<file path="config.mk">
export PLATFORM = sky130hd
export DESIGN_NAME = tdma_domain_reader
export DESIGN_NICKNAME = d
export VERILOG_FILES = /design/src/rtl/tdma_domain_reader_pkg.sv /design/src/rtl/tdma_domain_reader_fifo.sv /design/src/rtl/tdma_domain_reader.sv
export SDC_FILE = /design/constraint.sdc
export NUM_CORES = 1
export LEC_CHECK = 0
export CORE_ASPECT_RATIO = 0.6
export CORE_MARGIN = 8
export CORE_UTILIZATION = 45
export CTS_BUF_LIST = sky130_fd_sc_hd__clkbuf_8
export DETAILED_ROUTE_END_ITERATION = 7
export HOLD_SLACK_MARGIN = 0.12
export PLACE_DENSITY = 0.76
export SLEW_MARGIN = 25
export SYNTH_ARGS = -nofsm -noshare
export SYNTH_HDL_FRONTEND = slang
export SYNTH_SLANG_ARGS = --single-unit
</file>
<file path="constraint.sdc">
create_clock -name clk -period 1.8 [get_ports clk]
set_input_delay 0.36 -clock clk [delete_from_list [all_inputs] [get_ports clk]]
set_output_delay 0.36 -clock clk [all_outputs]
set_load 0.03 [all_outputs]
</file>
<file path="src/rtl/tdma_domain_reader_pkg.sv">
// Shared constants for the two-domain TDMA reader: domain encodings, default width, clog2.
// Latency: n/a (declarations only).
// Backpressure: n/a.
package tdma_domain_reader_pkg;

  localparam logic DOM_D1 = 1'b0;
  localparam logic DOM_D2 = 1'b1;
  localparam int   DEF_W  = 2;

  // Ceiling log2; returns 0 for value <= 1.
  function automatic int clog2(input int value);
    int r;
    int v;
    r = 0;
    v = value - 1;
    while (v > 0) begin
      r = r + 1;
      v = v >> 1;
    end
    return r;
  endfunction

endpackage

</file>
<file path="src/rtl/tdma_domain_reader_fifo.sv">
// Per-domain DEPTH x W synchronous queue (dom_fifo); head is the oldest word.
// Latency: a pushed word is at head from the next cycle at the earliest (no bypass).
// Backpressure: push ignored when full, pop ignored when empty; count never wraps.
module dom_fifo
  import tdma_domain_reader_pkg::*;
#(
  parameter  int W     = DEF_W,
  parameter  int DEPTH = 4,
  localparam int AW    = (clog2(DEPTH) > 0) ? clog2(DEPTH) : 1,
  localparam int CW    = clog2(DEPTH + 1)
) (
  input  logic          clk,
  input  logic          reset,
  input  logic          push,
  input  logic [W-1:0]  push_data,
  input  logic          pop,
  output logic [W-1:0]  head,
  output logic [CW-1:0] count,
  output logic          full,
  output logic          empty
);

  logic [W-1:0]  mem [DEPTH];
  logic [AW-1:0] wr_ptr;
  logic [AW-1:0] rd_ptr;
  logic          push_en;
  logic          pop_en;

  assign full    = (count == CW'(DEPTH));
  assign empty   = (count == '0);
  assign push_en = push & ~full;
  assign pop_en  = pop & ~empty;
  assign head    = mem[rd_ptr];

  // Storage write; contents need no reset because empty masks the head.
  always_ff @(posedge clk) begin
    if (push_en) mem[wr_ptr] <= push_data;
  end

  // Pointers wrap naturally (DEPTH is a power of 2); count tracks occupancy.
  always_ff @(posedge clk or posedge reset) begin
    if (reset) begin
      wr_ptr <= '0;
      rd_ptr <= '0;
      count  <= '0;
    end else begin
      if (push_en) wr_ptr <= wr_ptr + AW'(1);
      if (pop_en)  rd_ptr <= rd_ptr + AW'(1);
      if (push_en && !pop_en)      count <= count + CW'(1);
      else if (!push_en && pop_en) count <= count - CW'(1);
    end
  end

endmodule

</file>
<file path="src/rtl/tdma_domain_reader.sv">
// Drains the D1 and D2 queues onto one bus with a fixed clk/reset-only TDMA schedule.
// Latency: word pushed at edge k is offered from cycle k+1 at the earliest, in its own slot.
// Backpressure: dX_ready reflects queue X only; a stalled head stays put across slot changes.
module tdma_domain_reader
  import tdma_domain_reader_pkg::*;
#(
  parameter int W        = DEF_W,
  parameter int DEPTH    = 4,
  parameter int SLOT_LEN = 1
) (
  input  logic         clk,
  input  logic         reset,
  input  logic         d1_valid,
  input  logic [W-1:0] d1_data,
  output logic         d1_ready,
  input  logic         d2_valid,
  input  logic [W-1:0] d2_data,
  output logic         d2_ready,
  output logic         out_dom,
  output logic         out_valid,
  output logic [W-1:0] out_data,
  input  logic         out_ready
);

  localparam int CW = clog2(DEPTH + 1);
  localparam int SW = (clog2(SLOT_LEN) > 0) ? clog2(SLOT_LEN) : 1;

  logic [SW-1:0] cnt;
  logic          dom_q;
  logic [W-1:0]  d1_head, d2_head;
  logic [CW-1:0] d1_count, d2_count;
  logic          d1_full, d2_full;
  logic          d1_empty, d2_empty;
  logic          d1_pop, d2_pop;

  // Slot timer: free-running, so the owner sequence leaks nothing about either domain.
  always_ff @(posedge clk or posedge reset) begin
    if (reset) begin
      cnt   <= '0;
      dom_q <= DOM_D1;
    end else if (cnt == SW'(SLOT_LEN - 1)) begin
      cnt   <= '0;
      dom_q <= ~dom_q;
    end else begin
      cnt   <= cnt + SW'(1);
    end
  end

  // Each queue only ever sees its own domain's push, and a pop only in its own slot.
  assign d1_pop = out_ready & (dom_q == DOM_D1) & ~d1_empty;
  assign d2_pop = out_ready & (dom_q == DOM_D2) & ~d2_empty;

  dom_fifo #(.W(W), .DEPTH(DEPTH)) u_d1_fifo (
    .clk       (clk),
    .reset     (reset),
    .push      (d1_valid),
    .push_data (d1_data),
    .pop       (d1_pop),
    .head      (d1_head),
    .count     (d1_count),
    .full      (d1_full),
    .empty     (d1_empty)
  );

  dom_fifo #(.W(W), .DEPTH(DEPTH)) u_d2_fifo (
    .clk       (clk),
    .reset     (reset),
    .push      (d2_valid),
    .push_data (d2_data),
    .pop       (d2_pop),
    .head      (d2_head),
    .count     (d2_count),
    .full      (d2_full),
    .empty     (d2_empty)
  );

  // Ready depends on the domain's own queue occupancy and nothing else.
  assign d1_ready = (d1_count < CW'(DEPTH));
  assign d2_ready = (d2_count < CW'(DEPTH));
  assign out_dom  = dom_q;

  // Full flag and occupancy count must always agree.
  always_comb begin
    assert (d1_full == (d1_count == CW'(DEPTH)) && d2_full == (d2_count == CW'(DEPTH)));
  end

  // Output mux: only the owner queue reaches the bus; data forced to 0 when not valid.
  always_comb begin
    out_valid = 1'b0;
    out_data  = '0;
    if (dom_q == DOM_D1) begin
      out_valid = ~d1_empty;
      if (!d1_empty) out_data = d1_head;
    end else begin
      out_valid = ~d2_empty;
      if (!d2_empty) out_data = d2_head;
    end
  end

endmodule
</file>
==> results of run 1 <==
==> routing by layer <==
| layer | GRT usage, % | routed length, um | vias up |
|---|---|---|---|
| met5 | 0 | 0 | - |
| met2 | 15.7 | 1200 | 18 |
| met4 | 4.93 | 31 | 0 |
| met3 | 4.25 | 141 | 5 |
| met1 | 12.9 | 1260 | 433 |
| li1 | - | - | 427 |
==> area by class of cell <==
cell class	count	area [um^2]
clock buffer	5	68.8
inverter	11	43.8
tap	45	56.3
multi-input combinational	55	611
timing repair buffer	40	355
fill	231	1180
clock inverter	3	11.3
sequential	31	858
==> kinds of logic after synthesis <==
group | synth area share [%]
adder cells (fa/ha/maj) | 11.3
AO/OA/AOI/OAI | 3.61
buffers and inverters | 2.84
flip-flops | 58.8
XOR/XNOR | 7.22
multiplexers | 9.54
AND/OR/NAND/NOR | 6.70
==> stage by stage <==
step	total power, mW	cells	hold slack, ns	utilization [%]	cell area, um^2
2_1_floorplan	2.05	97	0.261	-	1490
3_3_place_gp	2.53	174	0.508	57.2	1820
3_5_place_dp	2.60	174	0.503	57.2	1820
4_1_cts	3.17	186	0.353	60.8	1940
5_1_grt	3.51	190	0.364	63.0	2000
6_report	3.29	190	0.337	63.0	2000
==> final timing paths <==
kind / startpoint / to / slack [ns] / depth (start not counted)
setup / recovery: u_d2_fifo.rd_ptr[0] / out_data[0] / -0.17 / 3
hold / removal: reset / u_d1_fifo.count[1] / 0.34 / 2
setup reg to reg: u_d2_fifo.count[0] / u_d2_fifo.count[1] / -0.10 / 6
hold reg to reg: u_d1_fifo.rd_ptr[1] / u_d1_fifo.rd_ptr[1] / 0.52 / 1
max in group asynchronous: reset / u_d2_fifo.wr_ptr[0] / 1.00 / 3
min in group clk: u_d1_fifo.rd_ptr[1] / u_d1_fifo.rd_ptr[1] / 0.52 / 1
==> power by group <==
| part | internal [mW] | leakage [nW] | switching [mW] | total, mW |
|---|---|---|---|---|
| clock | 0.257 | 0.0444 | 0.249 | 0.506 |
| combinational | 0.909 | 0.489 | 0.694 | 1.60 |
| sequential | 1.00 | 0.318 | 0.172 | 1.18 |
| total | 2.17 | 0.851 | 1.11 | 3.29 |
==> worst reg2reg max path, cell delays in order (launching register included) <==
cell     delay, ns
dfrtp_1       0.39
buf_6         0.13
o31a_1        0.33
ha_4          0.18
inv_2         0.05
fa_2          0.43
mux2_4        0.27
==> layout by cell type, fill, tap and decap left out, drive strengths merged, types with 4 or more instances in the layout <==
master          n
buf            29
edfxtp         16
dfrtp          15
inv            12
ha             10
clkdlybuf4s50   9
xnor2           8
and2            8
clkbuf          5
xor2            4
mux4            4
mux2            4
==> sequential cells by signal, summed over array words and instances, names as in the netlist, 2 cells and up <==
register	count
u_d1_fifo.mem	8
u_d2_fifo.mem	8
u_d1_fifo.count	3
u_d2_fifo.count	3
u_d1_fifo.rd_ptr	2
u_d1_fifo.wr_ptr	2
u_d2_fifo.rd_ptr	2
u_d2_fifo.wr_ptr	2
==> timing repair <==
action	CTS	global route
gates resized for setup	28	10
pin swaps	10	4
setup buffers	4	4
setup endpoints to repair	9	7
==> results_dict.tcl, run 1 <==
set metrics [dict create \
    row_count 16 \
    critical_path.max_fanout 3 \
    worst_setup_path_end_kind "output port" \
    critical_path_arrival_ns 1.61 \
    cts_inserted_buffers 5 \
    detail-route-antenna-nets 0 \
    ys_types 21 \
    clock_latency_ns 0.29 \
    ir_drop_uv 830 \
    critPathMaxStageDelay_ns 0.51 \
    failed_checks "negative setup slack" \
    htreeDepth 2 \
    timing.critical_path.max_delay_family "multiplexers" \
    portBuffers 14 \
    area_of_the_die_um2 5370 \
    crit_required_ns 1.44 \
    ys_async_sr_fraction_pct 48.4 \
    grt_antenna_before_repair 0 \
    critPathBufInv 1 \
    yosysSeqAreaShare_pct 58.8 \
    clk_path_buf_depth 2 \
    net_count_synth 118 \
    floorplan.core_area_um2 3180 \
    finalMaxSlewViolations 0 \
    synthDominantCellAreaShare_pct 33.0 \
    synth_common_cells "edfxtp_1 (16), dfrtp_1 (15), ha_1 (10), inv_1 (10)" \
    worst_hold_path_type "primary input to asynchronous set/reset pin" \
    worst_path_max_delay_cell "mux4_2" \
    timing.critical_path.cells "mux4_2, a22o_1, buf_6" \
    startpoint_types "flip-flop" \
    synth-edff-count 16 \
    synth.area.top_cells "edfxtp_1 (33%), dfrtp_1 (26%), ha_1 (8.6%)" \
    place_ws_ns -0.362 \
    ys.warnings.count 0 \
    fin_crit_ns 1.97 \
    die_y_um 60.1 \
    clk_transition_reported_paths_ns 0.07 \
    post_synth_instance_area_um2 1460 \
    gp_congestion 0.673 \
    share_of_the_cycle_needed_by_the_critical_path_after_routing_pct 109 \
    grt_overflow 0 \
    cellPowerDensity_nw_per_um2 1640 \
    drt_drc_violations_left 0 \
    synth.most_common_cell "edfxtp_1" \
    grt_max_degree 10 \
    num_antenna_cells 0 \
    global_route.usage.total_pct 10.5 \
    finalClockSkew_ns 0.0153 \
    first_global_vias 892 \
    synth_cells 97 \
    initial_utilization_pct 45.8 \
    postSynth.topFlopCell "edfxtp_1" \
    finalHoldViolations 0 \
    max_slew_margin_pct 75.9 \
    detail_route.wirelength_mm 2.63 \
    detail_route.wl_per_cell_um 13.9 \
    initialDrtViolationCount 21 \
    cts-hold-fix-buffers 0 \
    io_pins 15 \
    worst-setup-path-type "flip-flop to output port" \
    timing.max_cap.violations 0 \
    grt_first_pass_wirelength_mm 4.07 \
    ys_seq_elements 31 \
    totalNegativeSetupSlack_ns -0.724 \
    hpwl_mm 1.97 \
    tritoncts_clock_tree "done" \
    cts_root_buffer "clkbuf_8" \
    run_status "finished with violations" \
    syn_to_final_growth_pct 37.6 \
    rsz_0062_raised_after_global_routing "true" \
    floorplan.die.width_um 89.4 \
    final.setup.worst_slack_ns -0.171 \
    max_slew.worst_pin.slew_ns 0.361 \
    post_synth.cell_area_avg_um2 15.0 \
    dr.pass1.iters 4 \
    power.leakage_nw 0.851 \
    fmax_mhz 507 \
    clkSinkCount 31 \
    vias_per_cell 4.65 \
    setup_viol 7 \
    post-synth-top-area-cell "edfxtp_1" \
    finalNetCount 165 \
    number_of_vias_in_the_routed_layout 883 \
    post_route_cells_drive_above_1_share_pct 40.0 \
]
No activity file was read; power rests on OpenSTA's default activity.
==> run 2, diff against run 1 <==
Settings changed: CORE_ASPECT_RATIO 0.6 to unset.
==> run 2 against run 1 <==
- the flow still finishes with violations (negative setup slack)
- sequential share of layout area down 1.2 points
- clock power decreased by 2%
- routed wire length decreased by 0.80%
- critical path depth up 1
- utilization increased by 3.9 points
- flip-flop and latch count unchanged
- clock skew shrank 0.0079 ns
- final cell count rose by 3.2%
- worst hold slack improved by 0.0040 ns
==> results_dict.tcl, run 2 (synthesis gave the netlist of run 1 again) <==
set metrics [dict create \
    run_status "finished with violations" \
    failed_checks "negative setup slack" \
    drt_drc_violations_left 0 \
    cpMostUsedCell "buf_6" \
    gp_congestion 0.733 \
    setup_viol 6 \
    timing.max_cap.violations 0 \
    floorplan.die.width_um 72.9 \
    grt_max_degree 10 \
    row_count 20 \
    grt_first_pass_wirelength_mm 4.24 \
    max_slew_margin_pct 76.1 \
    initial_utilization_pct 47.3 \
    critical_path_arrival_ns 1.68 \
    grt_antenna_before_repair 0 \
    clock_latency_ns 0.28 \
    power.leakage_nw 0.905 \
    fin_crit_ns 2.04 \
    rsz_0062_raised_after_global_routing "true" \
    post_route_cells_drive_above_1_share_pct 42.1 \
    clk_transition_reported_paths_ns 0.06 \
    initialDrtViolationCount 39 \
    clkSinkCount 31 \
    most_used_cells_in_the_layout_excluding_fill_and_tap_cells "buf_4 (27), edfxtp_1 (16), dfrtp_1 (14)" \
    dr.pass1.iters 4 \
    io_pins 15 \
    max_slew.worst_pin.slew_ns 0.358 \
    worst_hold_path_type "primary input to asynchronous set/reset pin" \
    worst_setup_path_end_kind "output port" \
    finalClockSkew_ns 0.00736 \
    detail-route-antenna-nets 0 \
    area_of_the_die_um2 5310 \
    critPathBufInv 2 \
    mostFrequentLayoutCell "buf_4" \
    reg.largest.list "u_d1_fifo.mem: 8 flops, u_d2_fifo.mem: 8 flops" \
    ir_drop_uv 887 \
    final.hold.worst_slack_ns 0.341 \
    cts_root_buffer "clkbuf_8" \
    fmax_mhz 491 \
    final.setup.worst_slack_ns -0.236 \
    number_of_vias_in_the_routed_layout 887 \
    timing.critical_path.cells "buf_6, mux4_2, a22o_1, buf_6" \
    worst-setup-path-type "flip-flop to output port" \
    cts-hold-fix-buffers 0 \
    worst_path_max_delay_cell "mux4_2" \
    die_y_um 72.9 \
    portBuffers 14 \
    cts_inserted_buffers 5 \
    htreeDepth 2 \
    setup.reg_to_reg.worst_slack_ns -0.08 \
    finalMaxSlewViolations 0 \
    timing.critical_path.max_delay_family "multiplexers" \
    syn_to_final_growth_pct 41.2 \
    detail_route.wl_per_cell_um 13.3 \
    clk_path_buf_depth 2 \
    finalCoreUtilization_pct 66.8 \
    startpoint_types "flip-flop" \
    vias_per_cell 4.53 \
    power_mw 3.33 \
    finalNetCount 172 \
    critPathMaxStageDelay_ns 0.49 \
    grt_overflow 0 \
    first_global_vias 951 \
    detail_route.wirelength_mm 2.61 \
    totalNegativeSetupSlack_ns -0.681 \
    critical_path.max_fanout 3 \
    hpwl_mm 1.88 \
    tritoncts_clock_tree "done" \
    floorplan.core_area_um2 3080 \
    finalHoldViolations 0 \
    nFillCells 237 \
    multi_input_area_um2 606 \
    num_antenna_cells 0 \
    crit_required_ns 1.44 \
    regArea_um2 857 \
    global_route.usage.total_pct 11.0 \
    cellPowerDensity_nw_per_um2 1620 \
    share_of_the_cycle_needed_by_the_critical_path_after_routing_pct 113 \
]
[run 2: cell types whose count changed in the layout (fill, tap and decap cells not counted), sizes merged]
cell	delta
buf	+7
clkdlybuf4s50	-1
clkinv	-1
dlymetal6s2s	+1
inv	+1
[run 2: through the flow]
stage                     setup WS [ns]  instances  cell area, um^2
after CTS                        -0.251        193             2010
after global placement           -0.343        175             1830
final                            -0.236        196             2060
after global routing             -0.288        196             2060
after detailed placement         -0.377        175             1830
after floorplan                 -0.0363         97             1490
[run 2: power by group]
| group | switching (mW) | total (mW) | internal, mW |
|---|---|---|---|
| Sequential | 0.153 | 1.16 | 1.00 |
| Combinational | 0.720 | 1.68 | 0.956 |
| Clock | 0.239 | 0.498 | 0.259 |
| Total | 1.11 | 3.33 | 2.22 |
[run 2: final timing paths]
| check | startpoint | end | cells past startpoint |
|---|---|---|---|
| worst max register to register | u_d1_fifo.count[1] | u_d1_fifo.count[1] | 6 |
| worst min-delay path | reset | u_d1_fifo.rd_ptr[1] | 2 |
| min in group clk | u_d1_fifo.rd_ptr[1] | u_d1_fifo.rd_ptr[1] | 1 |
| worst min register to register | u_d1_fifo.rd_ptr[1] | u_d1_fifo.rd_ptr[1] | 1 |
| worst max-delay path | u_d2_fifo.rd_ptr[0] | out_data[0] | 4 |
| max in group asynchronous | reset | u_d1_fifo.wr_ptr[0] | 3 |
[run 2: layer usage]
layer  vias to the layer above  track usage [%]  part of all wire, %  wire (um)
li1                        443                -                    -          -
met1                       423             11.9                   43       1140
met2                        16             17.5                   49       1270
met3                         5             4.53                  5.3        138
met4                         0             6.67                  2.4         63
met5                         -                0                    0          0
[run 2: timing repair]
item / CTS / global route
gates resized for setup: 31 / 5
pin swaps: 10 / 7
gates cloned: 0 / 0
setup buffers: 10 / 4
setup endpoints to repair: 9 / 8
[run 2: layout make-up]
| class | count | share of cell area, % |
|---|---|---|
| clock buffers | 5 | 3.35 |
| clock inverters | 3 | 0.608 |
| inverters | 11 | 2.13 |
| multi-input cells | 55 | 29.4 |
| flip-flops and latches | 31 | 41.7 |
| well taps | 44 | 2.68 |
| repair buffers | 47 | 20.1 |
[run 2: worst register-to-register path, delay by kind of cell (launching register included)]
family / cells / cell delay (ns)
mux: 1 / 0.26
buf+inv: 2 / 0.18
flops: 1 / 0.40
compound gates: 1 / 0.36
fa+ha+maj: 2 / 0.59
==> run 3, diff against run 2 <==
Settings changed: CELL_PAD_IN_SITES_DETAIL_PLACEMENT set to 1, CELL_PAD_IN_SITES_GLOBAL_PLACEMENT set to 2, CORE_UTILIZATION 45 to 38, PLACE_DENSITY 0.76 to 0.77, TNS_END_PERCENT set to 100.
==> run 3 against run 2 <==
- first-iteration DRC count grew 5.1%
- the flow still finishes with violations (negative setup slack)
- utilization shrank 12 points
- clock skew shrank 0.0034 ns
- maximum frequency grew 3.1%
- register-to-register slack lost 0.02 ns
- total power grew 3.2%
- flip-flop and latch count is the same
- global-route usage shrank 1.5 points
- worst hold slack lost 0.0017 ns
- largest power group unchanged
- via count shrank 3.9%
- sequential share of layout area grew 0.80 points
- clock-buffer cell count grew 1
==> results_dict.tcl, run 3 (synthesis gave the netlist of run 1 again) <==
set metrics [dict create \
    row_count 22 \
    worst_reg2reg_path_length_in_cells 7 \
    detail-route-antenna-nets 0 \
    global_route.usage.total_pct 9.45 \
    io_pins 15 \
    max_slew.worst_pin.slew_ns 0.327 \
    clk_transition_reported_paths_ns 0.07 \
    grt_antenna_before_repair 0 \
    detailed_place.area_um2 1820 \
    fmax_mhz 507 \
    clkSinkCount 31 \
    detail_route.wl_per_cell_um 14.0 \
    power_switching_share_pct 32.3 \
    timing.max_cap.violations 0 \
    worst_hold_path_type "primary input to asynchronous set/reset pin" \
    tritoncts_clock_tree "done" \
    cellInternalPower_mw 2.33 \
    timing.rr.start "u_d1_fifo.count[2]" \
    drt_drc_violations_left 0 \
    run_status "finished with violations" \
    worst-setup-path-type "flip-flop to output port" \
    startpoint_types "flip-flop" \
    die_y_um 77.9 \
    gp_congestion 0.707 \
    combinationalPowerShare_pct 45.6 \
    ir_drop_uv 668 \
    number_of_vias_in_the_routed_layout 852 \
    finalHoldViolations 0 \
    finalMaxSlewViolations 0 \
    setup.reg_to_reg.worst_slack_ns -0.10 \
    power_frac_clock_pct 20.3 \
    finalInstanceArea_um2 2020 \
    max_slew_margin_pct 78.1 \
    fin_crit_ns 1.97 \
    hpwl_mm 2.00 \
    r2r_end "u_d1_fifo.count[1]" \
    mostFrequentLayoutCell "buf_4" \
    clk_path_buf_depth 2 \
    share_of_the_cycle_needed_by_the_critical_path_after_routing_pct 110 \
    finalCoreUtilization_pct 55.1 \
    cellPowerDensity_nw_per_um2 1700 \
    post_route_cells_drive_above_1_share_pct 40.1 \
    finalClockSkew_ns 0.00399 \
    finalNetCount 162 \
    failed_checks "negative setup slack" \
    sequentialPowerShare_pct 34.1 \
    floorplan.core_area_um2 3660 \
    first_global_vias 972 \
    initial_utilization_pct 39.8 \
    final.setup.worst_slack_ns -0.174 \
    initialDrtViolationCount 41 \
    vias_per_cell 4.48 \
    cp-startpoint "u_d2_fifo.rd_ptr[0]" \
    p_switching_mw 1.11 \
    worstSetupEndpoint "out_data[1]" \
    floorplan.die.width_um 77.9 \
    clock_latency_ns 0.28 \
    setup_viol 7 \
    cts_inserted_buffers 5 \
    htreeDepth 2 \
    worst_setup_path_end_kind "output port" \
    rsz_0062_raised_after_global_routing "true" \
    syn_to_final_growth_pct 38.6 \
    critical_path_arrival_ns 1.61 \
    cts_root_buffer "clkbuf_8" \
    crit_required_ns 1.44 \
    portBuffers 14 \
    totalNegativeSetupSlack_ns -0.685 \
    num_antenna_cells 0 \
    critical_path.max_fanout 3 \
    power.leakage_nw 0.857 \
    grt_first_pass_wirelength_mm 4.53 \
    grt_max_degree 11 \
    grt_overflow 0 \
    reg.largest.list "u_d1_fifo.mem: 8 flops, u_d2_fifo.mem: 8 flops" \
    dr.pass1.iters 4 \
    area_of_the_die_um2 6070 \
    detail_route.wirelength_mm 2.67 \
    most_used_cells_in_the_layout_excluding_fill_and_tap_cells "buf_4 (20), edfxtp_1 (16), dfrtp_1 (14)" \
]
[run 3: cell count changes in the layout (fill, tap and decap cells not counted), sizes merged]
cell and delta:
dlymetal6s2s +1, bufinv +1, inv -2, buf -10
dlygate4sd2 -1, clkbuf +1
[run 3: worst max-delay path: stages, from the launching register on]
cell,delay [ns]
dfrtp_1,0.42
mux4_2,0.53
a22o_1,0.25
buf_6,0.14
[run 3: power groups by stage]
stage / logic, mW / registers (mW) / clock network (mW)
global placement: 1.38 / 1.16 / 0
finish: 1.57 / 1.17 / 0.696
floorplan: 0.856 / 1.19 / 0
global route: 1.73 / 1.21 / 0.746
CTS: 1.55 / 1.17 / 0.716
detailed placement: 1.43 / 1.18 / 0
[run 3: worst min-delay path by stage]
stage / start / to / slack (ns) / cells after the start
6_report: reset / u_d1_fifo.count[1] / 0.34 / 2
5_1_grt: reset / u_d1_fifo.count[0] / 0.38 / 2
4_1_cts: reset / u_d1_fifo.count[1] / 0.34 / 2
3_5_place_dp: out_dom / out_dom / 0.49 / 1
3_3_place_gp: out_dom / out_dom / 0.49 / 1
2_1_floorplan: reset / u_d1_fifo.count[0] / 0.26 / 1
[run 3: through the flow]
stage          instances  power (mW)  worst slack, ns  hold slack (ns)
2_1_floorplan         97        2.05          -0.0363            0.261
3_3_place_gp         176        2.54           -0.358            0.489
3_5_place_dp         176        2.60           -0.368            0.490
4_1_cts              188        3.44           -0.203            0.339
5_1_grt              190        3.68           -0.244            0.379
6_report             190        3.43           -0.174            0.339
[run 3: timing repair]
| action | in CTS | in global routing |
|---|---|---|
| buffers inserted | 4 | 2 |
| endpoints found under the setup margin | 8 | 9 |
| pin swaps | 14 | 7 |
| hold buffers | 0 | 0 |
| gates resized for setup | 31 | 4 |
[run 3: cell type report]
cell class	count	area [um^2]
clock inverters	2	35.0
well taps	48	60.1
repair buffers	37	332
clock buffers	6	82.6
inverters	11	43.8
flip-flops and latches	31	857
fillers	349	1640
multi-input cells	55	608
[run 3: routing by layer]
metal	up-vias	wire length (um)	GRT usage, %
li1	421	-	-
met1	413	1200	10.8
met2	15	1300	15.6
met3	3	126	3.57
met4	0	32	3.89
met5	-	0	0
